$ cat config.mk
export PLATFORM = sky130hd
export DESIGN_NAME = cpu_step_ctrl_flat
export DESIGN_NICKNAME = d
export VERILOG_FILES = /design/src/rtl/cpu_step_ctrl_if.sv /design/src/rtl/cpu_step_ctrl.sv /design/src/flat_wrapper.sv
export SDC_FILE = /design/constraint.sdc
export NUM_CORES = 1
export LEC_CHECK = 0
export BUFFER_PORTS_ARGS = -buffer_cell sky130_fd_sc_hd__buf_2
export CAP_MARGIN = 20
export CORE_MARGIN = 3
export CORE_UTILIZATION = 55
export DETAILED_ROUTE_END_ITERATION = 16
export HOLD_SLACK_MARGIN = 0.06
export PLACE_DENSITY_LB_ADDON = 0.05
export REMOVE_ABC_BUFFERS = 1
export SLEW_MARGIN = 20
export SYNTH_ARGS = -nofsm -noshare
export SYNTH_HDL_FRONTEND = slang
export SYNTH_SLANG_ARGS = --single-unit
export TNS_END_PERCENT = 100
$ cat constraint.sdc
create_clock -name clk -period 7.6 [get_ports clk]
set_input_delay 0.76 -clock clk [delete_from_list [all_inputs] [get_ports clk]]
set_output_delay 0.76 -clock clk [all_outputs]
set_load 0.1 [all_outputs]
$ cat src/rtl/cpu_step_ctrl_if.sv
// Port bundle for cpu_step_ctrl: mode/divisor/button/breakpoint controls in,
// pipeline enable and status out. master = controller side, slave = board side.
interface cpu_step_ctrl_if #(
    parameter int DIV_W = 27
);
    logic [1:0]       mode;
    logic             div_load;
    logic [DIV_W-1:0] div_value;
    logic             step_btn;
    logic [7:0]       burst_len;
    logic [31:0]      pc;
    logic [31:0]      bp_addr;
    logic             bp_valid;
    logic             cpu_ce;
    logic             cpu_clk_slow;
    logic [2:0]       state;
    logic             halted;
    logic [31:0]      tick_count;

    modport master (
        input  mode, div_load, div_value, step_btn, burst_len, pc, bp_addr, bp_valid,
        output cpu_ce, cpu_clk_slow, state, halted, tick_count
    );

    modport slave (
        output mode, div_load, div_value, step_btn, burst_len, pc, bp_addr, bp_valid,
        input  cpu_ce, cpu_clk_slow, state, halted, tick_count
    );
endinterface

$ cat src/rtl/cpu_step_ctrl.sv
// Pipeline clock-enable generator: RUN at a divided rate, STEP per debounced press,
// BURST of N enables per press. PC breakpoint freeze enabled by STEP_CTRL_BREAKPOINT_EN.
module cpu_step_ctrl #(
    parameter int DIV_W       = 27,
    parameter int DEFAULT_DIV = 50_000_000,
    parameter int DEB_CYCLES  = 1_000_000,
    parameter int DEB_W       = 20
) (
    input logic             clk,
    input logic             reset,
    cpu_step_ctrl_if.master bus
);

    typedef enum logic [2:0] {
        ST_HALT      = 3'd0,
        ST_RUN       = 3'd1,
        ST_STEP_WAIT = 3'd2,
        ST_BURST     = 3'd3,
        ST_BREAK     = 3'd4
    } state_t;

    localparam logic [DEB_W-1:0] DEB_LAST = DEB_W'(DEB_CYCLES - 1);

    state_t           state_q, state_d;
    logic [DIV_W-1:0] div_q, div_d;
    logic [DIV_W-1:0] cnt_q, cnt_d;
    logic             sync1_q, sync1_d;
    logic             sync2_q, sync2_d;
    logic             deb_q, deb_d;
    logic [DEB_W-1:0] deb_cnt_q, deb_cnt_d;
    logic [7:0]       burst_q, burst_d;
    logic             ce_q, ce_d;
    logic             slow_q, slow_d;
    logic [31:0]      tick_count_q, tick_count_d;

    logic press;
    logic counting;
    logic terminal;
    logic tick;
    logic bp_hit;

`ifdef STEP_CTRL_BREAKPOINT_EN
    assign bp_hit = bus.bp_valid && (bus.pc == bus.bp_addr);
`else
    logic unused_bp;
    assign unused_bp = ^{bus.pc, bus.bp_addr, bus.bp_valid};
    assign bp_hit    = 1'b0;
`endif

    // A press is the accepted level flipping 0->1 after DEB_CYCLES differing samples.
    always_comb begin
        sync1_d   = bus.step_btn;
        sync2_d   = sync1_q;
        deb_d     = deb_q;
        deb_cnt_d = '0;
        press     = 1'b0;
        if (sync2_q != deb_q) begin
            if (deb_cnt_q == DEB_LAST) begin
                deb_d = sync2_q;
                press = sync2_q;
            end else begin
                deb_cnt_d = deb_cnt_q + DEB_W'(1);
            end
        end
    end

    always_comb begin
        div_d = div_q;
        if (bus.div_load) begin
            div_d = (bus.div_value == '0) ? DIV_W'(1) : bus.div_value;
        end
        counting = (state_q == ST_RUN) || (state_q == ST_BURST);
        terminal = (cnt_q == div_q - DIV_W'(1));
        tick     = counting && !bus.div_load && terminal;
    end

    always_comb begin
        state_d = state_q;
        burst_d = burst_q;
        ce_d    = 1'b0;
        case (state_q)
            ST_HALT: begin
                if (bus.mode == 2'b01) begin
                    state_d = ST_RUN;
                end else if (bus.mode[1]) begin
                    state_d = ST_STEP_WAIT;
                end
            end
            ST_RUN: begin
                if (bus.mode != 2'b01) begin
                    state_d = (bus.mode == 2'b00) ? ST_HALT : ST_STEP_WAIT;
                end else if (tick) begin
                    if (bp_hit) begin
                        state_d = ST_BREAK;
                    end else begin
                        ce_d = 1'b1;
                    end
                end
            end
            ST_STEP_WAIT: begin
                if (bus.mode == 2'b00) begin
                    state_d = ST_HALT;
                end else if (bus.mode == 2'b01) begin
                    state_d = ST_RUN;
                end else if (press) begin
                    if (bus.mode == 2'b10) begin
                        ce_d = 1'b1;
                    end else begin
                        burst_d = (bus.burst_len == 8'd0) ? 8'd1 : bus.burst_len;
                        state_d = ST_BURST;
                    end
                end
            end
            ST_BURST: begin
                if (bus.mode != 2'b11) begin
                    state_d = (bus.mode == 2'b00) ? ST_HALT : ST_STEP_WAIT;
                    burst_d = 8'd0;
                end else if (tick) begin
                    if (bp_hit) begin
                        state_d = ST_BREAK;
                        burst_d = 8'd0;
                    end else begin
                        ce_d    = 1'b1;
                        burst_d = burst_q - 8'd1;
                        if (burst_q == 8'd1) begin
                            state_d = ST_STEP_WAIT;
                        end
                    end
                end
            end
            // Only a press advances the core here; the breakpoint is not re-armed for it.
            ST_BREAK: begin
                if (bus.mode == 2'b00) begin
                    state_d = ST_HALT;
                end else if (press) begin
                    ce_d = 1'b1;
                end
            end
            default: state_d = ST_HALT;
        endcase
    end

    // Counter only advances while staying in RUN/BURST, so every entry starts from 0.
    always_comb begin
        cnt_d = '0;
        if (counting && (state_d == state_q) && !bus.div_load && !terminal) begin
            cnt_d = cnt_q + DIV_W'(1);
        end
        slow_d       = slow_q ^ ce_d;
        tick_count_d = tick_count_q + {31'b0, ce_d};
    end

    always_ff @(posedge clk) begin
        if (reset) begin
            state_q      <= ST_HALT;
            div_q        <= DIV_W'(DEFAULT_DIV);
            cnt_q        <= '0;
            sync1_q      <= 1'b0;
            sync2_q      <= 1'b0;
            deb_q        <= 1'b0;
            deb_cnt_q    <= '0;
            burst_q      <= 8'd0;
            ce_q         <= 1'b0;
            slow_q       <= 1'b0;
            tick_count_q <= 32'd0;
        end else begin
            state_q      <= state_d;
            div_q        <= div_d;
            cnt_q        <= cnt_d;
            sync1_q      <= sync1_d;
            sync2_q      <= sync2_d;
            deb_q        <= deb_d;
            deb_cnt_q    <= deb_cnt_d;
            burst_q      <= burst_d;
            ce_q         <= ce_d;
            slow_q       <= slow_d;
            tick_count_q <= tick_count_d;
        end
    end

    assign bus.cpu_ce       = ce_q;
    assign bus.cpu_clk_slow = slow_q;
    assign bus.state        = state_q;
    assign bus.halted       = (state_q == ST_HALT) || (state_q == ST_STEP_WAIT) || (state_q == ST_BREAK);
    assign bus.tick_count   = tick_count_q;

endmodule

$ cat src/flat_wrapper.sv
// flat-port wrapper written by rule: the top's interface ports become plain ports
module cpu_step_ctrl_flat 
#(
    parameter int DIV_W       = 27,
    parameter int DEFAULT_DIV = 50_000_000,
    parameter int DEB_CYCLES  = 1_000_000,
    parameter int DEB_W       = 20
)
  (clk, reset, bus_mode, bus_div_load, bus_div_value, bus_step_btn, bus_burst_len, bus_pc, bus_bp_addr, bus_bp_valid, bus_cpu_ce, bus_cpu_clk_slow, bus_state, bus_halted, bus_tick_count);
  cpu_step_ctrl_if #(.DIV_W(DIV_W)) bus_i ();
  input logic clk;
  input logic reset;
  input wire logic [$bits(bus_i.mode)-1:0] bus_mode;
  input wire logic [$bits(bus_i.div_load)-1:0] bus_div_load;
  input wire logic [$bits(bus_i.div_value)-1:0] bus_div_value;
  input wire logic [$bits(bus_i.step_btn)-1:0] bus_step_btn;
  input wire logic [$bits(bus_i.burst_len)-1:0] bus_burst_len;
  input wire logic [$bits(bus_i.pc)-1:0] bus_pc;
  input wire logic [$bits(bus_i.bp_addr)-1:0] bus_bp_addr;
  input wire logic [$bits(bus_i.bp_valid)-1:0] bus_bp_valid;
  output wire logic [$bits(bus_i.cpu_ce)-1:0] bus_cpu_ce;
  output wire logic [$bits(bus_i.cpu_clk_slow)-1:0] bus_cpu_clk_slow;
  output wire logic [$bits(bus_i.state)-1:0] bus_state;
  output wire logic [$bits(bus_i.halted)-1:0] bus_halted;
  output wire logic [$bits(bus_i.tick_count)-1:0] bus_tick_count;
  assign bus_i.mode = bus_mode;
  assign bus_i.div_load = bus_div_load;
  assign bus_i.div_value = bus_div_value;
  assign bus_i.step_btn = bus_step_btn;
  assign bus_i.burst_len = bus_burst_len;
  assign bus_i.pc = bus_pc;
  assign bus_i.bp_addr = bus_bp_addr;
  assign bus_i.bp_valid = bus_bp_valid;
  assign bus_cpu_ce = bus_i.cpu_ce;
  assign bus_cpu_clk_slow = bus_i.cpu_clk_slow;
  assign bus_state = bus_i.state;
  assign bus_halted = bus_i.halted;
  assign bus_tick_count = bus_i.tick_count;
  cpu_step_ctrl #(.DIV_W(DIV_W), .DEFAULT_DIV(DEFAULT_DIV), .DEB_CYCLES(DEB_CYCLES), .DEB_W(DEB_W)) u_core (.clk(clk), .reset(reset), .bus(bus_i));
endmodule
# Word-level counts from Yosys, hierarchy flattened
# Index checks and enable logic that the tools add are counted.
[word_totals]
mem_bits_rw = 0
memories = 0
romBits = 0
latch_bits = 0
output_inout_bits = 38
ff_bits = 122
inputBits = 106
[op_classes]
mul = 0
addsub = 5
n_div = 0
n_bitwise = 3
mux = 34
n_reduce_logical = 19
n_shift = 0
n_eq_ne = 18
n_lt_le_gt_ge = 0
[op_table]
columns = ["op", "n"]
rows = [
  ["two-way mux 8 bit", 7],
  ["two-way mux 3 bit", 11],
  ["adder 32 x 1 -> 32 bit", 1],
  ["adder 27 x 1 -> 27 bit, second input constant", 1],
  ["equality test 27 bit", 1],
  ["zero test 27 bit", 1],
  ["two-way mux 27 bit", 1],
  ["subtractor 27 x 1 -> 27 bit, second input constant", 1],
  ["adder 20 x 1 -> 20 bit, second input constant", 1],
  ["equality test 20 bit, second input constant", 1],
  ["one-hot mux 8 bit (2 select lines)", 1],
  ["one-hot mux 3 bit (5 select lines)", 1],
  ["two-way mux 1 bit", 11],
  ["equality test 8 x 1 -> 1 bit, second input constant", 1],
  ["zero test 8 bit", 1],
  ["inequality test 2 bit, second input constant", 4],
  ["subtractor 8 x 1 -> 8 bit, second input constant", 1],
  ["equality test 3 x 2 -> 1 bit, second input constant", 2],
  ["AND reduction 6 bit", 1],
  ["logical AND 1 bit", 5],
  ["inequality test 2 x 1 -> 1 bit, second input constant", 2],
  ["one-hot mux 1 bit (4 select lines)", 1],
  ["equality test 3 x 1 -> 1 bit, second input constant", 1],
  ["equality test 3 bit", 1],
  ["16 further kinds", 20],
]

# Longest topological paths before layout
[depth]
depth_word = 13
ltp_mapped = 22
ltp_nobuf = 20

# Worst setup path before layout
# No wires, ideal clock.
[synth_path]
path_kind = "flip-flop to flip-flop"
start = "reg u_core.div_q[0]"
end = "reg u_core.tick_count_q[26], in the netlist u_core.bus.tick_count[26]"
path_buffers = 2
slack_ns = 2.401
synth_period_minus_slack_ns = 5.199
stages_incl_launch_ff = 23
arrival_time_ns = 5.132
setup_time_ns = 0.067
t_required_ns = 7.533
cell_sequence = "dfxtp_1 -> inv_1 -> ha_1 -> or4b_4 -> or3_1 -> clkbuf_1 -> o31ai_1 -> o311ai_1 -> nor3_1 -> nand3b_1 -> or4b_1 -> nand2_1 -> ha_1 -> ha_1 -> nand2_1 -> nor2_1 -> or4b_2 -> clkbuf_1 -> nor2_1 -> and3_1 -> nand4_1 -> xor2_1 -> nor2_1"
[synth_between]
elab_chain_cells = 7
[synth_lines]
columns = ["element", "line_no", "source"]
rows = [
  ["from (decl)", "cpu_step_ctrl.sv:25", "logic [DIV_W-1:0] div_q, div_d;"],
  ["from (signal assigned)", "cpu_step_ctrl.sv:156", "div_q <= DIV_W'(DEFAULT_DIV);"],
  ["from (signal assigned)", "cpu_step_ctrl.sv:168", "div_q <= div_d;"],
  ["subtractor 27 x 1 -> 27 bit *", "cpu_step_ctrl.sv:73", "terminal = (cnt_q == div_q - DIV_W'(1));"],
  ["equality test 27 bit *", "cpu_step_ctrl.sv:73", ""],
  ["logical AND 1 bit *", "cpu_step_ctrl.sv:74", "tick = counting && !bus.div_load && terminal;"],
  ["two-way mux 1 bit *", "cpu_step_ctrl.sv:118", "end else if (tick) begin"],
  ["two-way mux 1 bit (on tied branches)", "cpu_step_ctrl.sv:115, cpu_step_ctrl.sv:90", ""],
  ["one-hot mux 1 bit (4 select lines) *", "cpu_step_ctrl.sv:81", "case (state_q)"],
  ["named net u_core.ce_d", "cpu_step_ctrl.sv:32", "logic ce_q, ce_d;"],
  ["adder 32 x 1 -> 32 bit *", "cpu_step_ctrl.sv:150", "tick_count_d = tick_count_q + {31'b0, ce_d};"],
  ["to (signal assigned)", "cpu_step_ctrl.sv:177", "tick_count_q <= tick_count_d;"],
  ["to (decl)", "cpu_step_ctrl.sv:34", "logic [31:0] tick_count_q, tick_count_d;"],
]
# Mark *: on every way through the listed nets, which the timed path passes. The rest lies on a longest branch.
# A chain may end at the register's enable or synchronous reset.

# Worst setup path in the final report
# Ends and elaborated chain as after synthesis.

==> results.yml <==
run_status:
  status: "finished, final reports clean"
finish:
  drive_gt1_share_pct: 16.1
  nets: 931
  diodes: 0
  utilization_pct: 66.5
  final_cells: 971
  fin_area_um2: 7390
  syn_to_final_growth_pct: 15.6
  n_fill_cell: 938
clock_network:
  cts_buffer_depth: 2
  worstSkewPairLatency_ns: 0.42
  cts-resized-gates: 0
  clkSinkCount: 122
  post_cts_buffers: 0
  root_buffer: "clkbuf_16"
  htreeDepth: 4
  clk_pin_slew_ns: 0.06
  cts_hold_buf: 0
  cts_buffers: 17
  cts_tree: "done"
worst_setup_path:
  critPathKind: "register to register"
  crit_path_max_incr_delay_ns: 0.70
  path_cells: "inv_1 > ha_1 > or4b_4 > or3_1 > o31ai_1 > o311ai_1 > nor3_1 > nand3b_1 > or4b_1 > nand2_1 > ha_1 > ha_1 > nand2_1 > nor2_1 > or4b_2 > nor2_1 > and3_1 > nand4_1 > xor2_1 > nor2_1"
  slowest_stage: "or4b_2"
  arrival_ns: 6.12
  cp_num_buf_inv: 1
  path_max_fanout: 6
  startpoint_type: "register"
  r2r_slack_ns: 1.76
  required_ns: 7.88
  cp_top_family: "simple AND/OR/NAND/NOR gates"
  critPathCaptureType: "register"
routing:
  drc_errors: 0
  post_drt_via_cell_ratio: 5.69
  post_drt_wl_per_cell_um: 15.0
  drt_pass1_iterations: 5
  ant_nets: 0
  vias: 5527
  drt_iter0_drc: 309
  wl_um: 14600
synthesis:
  yosysWarningCount: 0
  yosysUniqueCellTypes: 66
  synth_edf_count: 0
  ys_ff_latch: 122
  synth_seq_area_share_pct: 38.2
  synth_cells: 748
  synth_top_area_share_pct: 38.2
  synth.top_cells.by_count: "nor2_1, dfxtp_1, xor2_1"
  synth_async_sr_flop_share_pct: 0
  synthesis.area_um2: 6400
  synth_most_common_cell: "nor2_1"
  synthTopCellsByArea: "dfxtp_1, xor2_1, nor2_1, xnor2_1, mux2i_1"
  synth_ff_type: "dfxtp_1"
  netlist.top_cell.by_area: "dfxtp_1"
  synth.avg_cell_area_um2: 8.55
timing:
  period_share_pct: 76.9
  hold_viol: 0
  slew_headroom_pct: 40.9
  slew_viol_final: 0
  layout_setup_ws_ns: 1.76
  worst_pin_slew_ns: 0.875
  setup_viol: 0
  rsz0062_at_grt: "no"
  max_clock_freq_ghz: 0.171
  skew_ns: 0.00530
  tns_ns: 0
  fin_crit_ns: 5.84
placement:
  place_area_um2: 6860
  gp_congestion: 0.872
  place_hpwl_um: 10500
  dp_cells: 939
  place_ws_ns: 1.85
  portBuffers: 78
worst_hold_path:
  hold_class: "register to register"
pwr:
  p_per_area_nw_per_um2: 202
  cellLeakagePower_nw: 2.86
  peakVddDrop_v: 0.000217
global_routing:
  groute.usage.overall_pct: 23.3
  antenna_found_initial: 0
  grt_max_degree: 85
  grt_remaining_overflow: 0
  first_global_vias: 5243
  grt_pass1_wl_um: 24300
floorplanning:
  die_h_um: 114
  dieArea_um2: 13000
  core_area_um2: 11100
  io_pins: 144
  initial_core_util_pct: 57.5
  die_x_um: 114
  rows: 38
run:
  cap_viol_max_count: 0
## cells by family (layout without fill, tap and decap cells)
family                   count (synthesis)  count (layout)  synth area share (%)
AND/OR/NAND/NOR                        371             371                  30.1
flip-flops                             122             122                  38.2
XOR/XNOR                               106             106                  14.5
AO/OA/AOI/OAI                           80              80                  9.35
buffers and inverters                   38             121                  2.39
multiplexers                            24              24                  4.16
adder cells (fa/ha/maj)                  7               7                  1.37
## area by class of cell
class | instances | area (um2) | share of cell area [%]
Tap cell | 140 | 175 | 2.37
Clock buffer | 17 | 425 | 5.75
Multi-Input combinational cell | 588 | 3810 | 51.6
Inverter | 10 | 37.5 | 0.508
Clock inverter | 15 | 104 | 1.40
Sequential cell | 122 | 2440 | 33.0
Timing Repair Buffer | 79 | 398 | 5.38
## cells in the final DEF, fill, tap and decap left out, types with 4 or more instances in the layout
cell        count
a211o_1        13
a21oi_1        17
a22oi_1         5
and2_1          4
and3_1         19
and4_1          5
buf_2          78
clkbuf_16      17
clkinv_2        6
clkinvlp_4      4
dfxtp_1       122
ha_1            7
inv_1          10
mux2_4          5
mux2i_1        18
nand2_1        48
nand2b_1       13
nand3_1        36
nand3b_1        5
nand4_1        14
nor2_1        126
nor2b_1        24
nor3_1         18
nor4_1         18
nor4b_1         4
o21ai_0        14
or3_1          13
or4_1           8
xnor2_1        45
xor2_1         61
## power breakdown
group | leakage (nW) | switching (mW) | internal [mW] | total (mW)
clock network | 0.255 | 0.300 | 0.414 | 0.714
registers | 0.990 | 0.0162 | 0.651 | 0.667
logic | 1.62 | 0.0641 | 0.0474 | 0.112
total | 2.86 | 0.381 | 1.11 | 1.49
## layer usage
metal	up-vias	GRT usage (%)	routed length [um]
met5	-	0	0
met4	0	8.95	294
met3	27	6.63	951
met2	146	37.7	6720
met1	2583	29.6	6630
li1	2771	-	-
## worst register-to-register path, cell delays in order, from the launching register on
cell	delay, ns
dfxtp_1	0.37
inv_1	0.08
ha_1	0.28
or4b_4	0.55
or3_1	0.49
o31ai_1	0.31
o311ai_1	0.20
nor3_1	0.33
nand3b_1	0.19
or4b_1	0.58
nand2_1	0.11
ha_1	0.18
ha_1	0.21
nand2_1	0.07
nor2_1	0.18
or4b_2	0.70
nor2_1	0.27
and3_1	0.28
nand4_1	0.13
xor2_1	0.14
nor2_1	0.05
## per-stage QoR
step	hold WS, ns	power (mW)
after floorplan	0.414	0.748
after global placement	0.442	0.786
after detailed placement	0.437	0.791
after CTS	0.455	1.51
after global routing	0.467	1.55
final	0.447	1.49
## final timing paths
| kind | from | end | depth (start not counted) |
|---|---|---|---|
| worst min-delay path | u_core.sync1_q$_SDFF_PP0_ | u_core.sync2_q$_SDFF_PP0_ | 1 |
| worst max-delay path | u_core.div_q[0]$_SDFFE_PP0P_ | u_core.bus.tick_count[26]$_SDFF_PP0_ | 20 |
| worst min register to register | u_core.sync1_q$_SDFF_PP0_ | u_core.sync2_q$_SDFF_PP0_ | 1 |
| worst max register to register | u_core.div_q[0]$_SDFFE_PP0P_ | u_core.bus.tick_count[26]$_SDFF_PP0_ | 20 |
## state kept, by name (all words and copies together), names as in the netlist
register                 flops
u_core.div_q                27
u_core.deb_cnt_q            20
u_core.sync2_q               1
u_core.sync1_q               1
u_core.deb_q                 1
u_core.burst_q               8
u_core.bus.tick_count       32
u_core.bus.cpu_clk_slow      1
u_core.cnt_q                27
u_core.bus.state             3
u_core.bus.cpu_ce            1
Power figures use the tool's default switching activity.
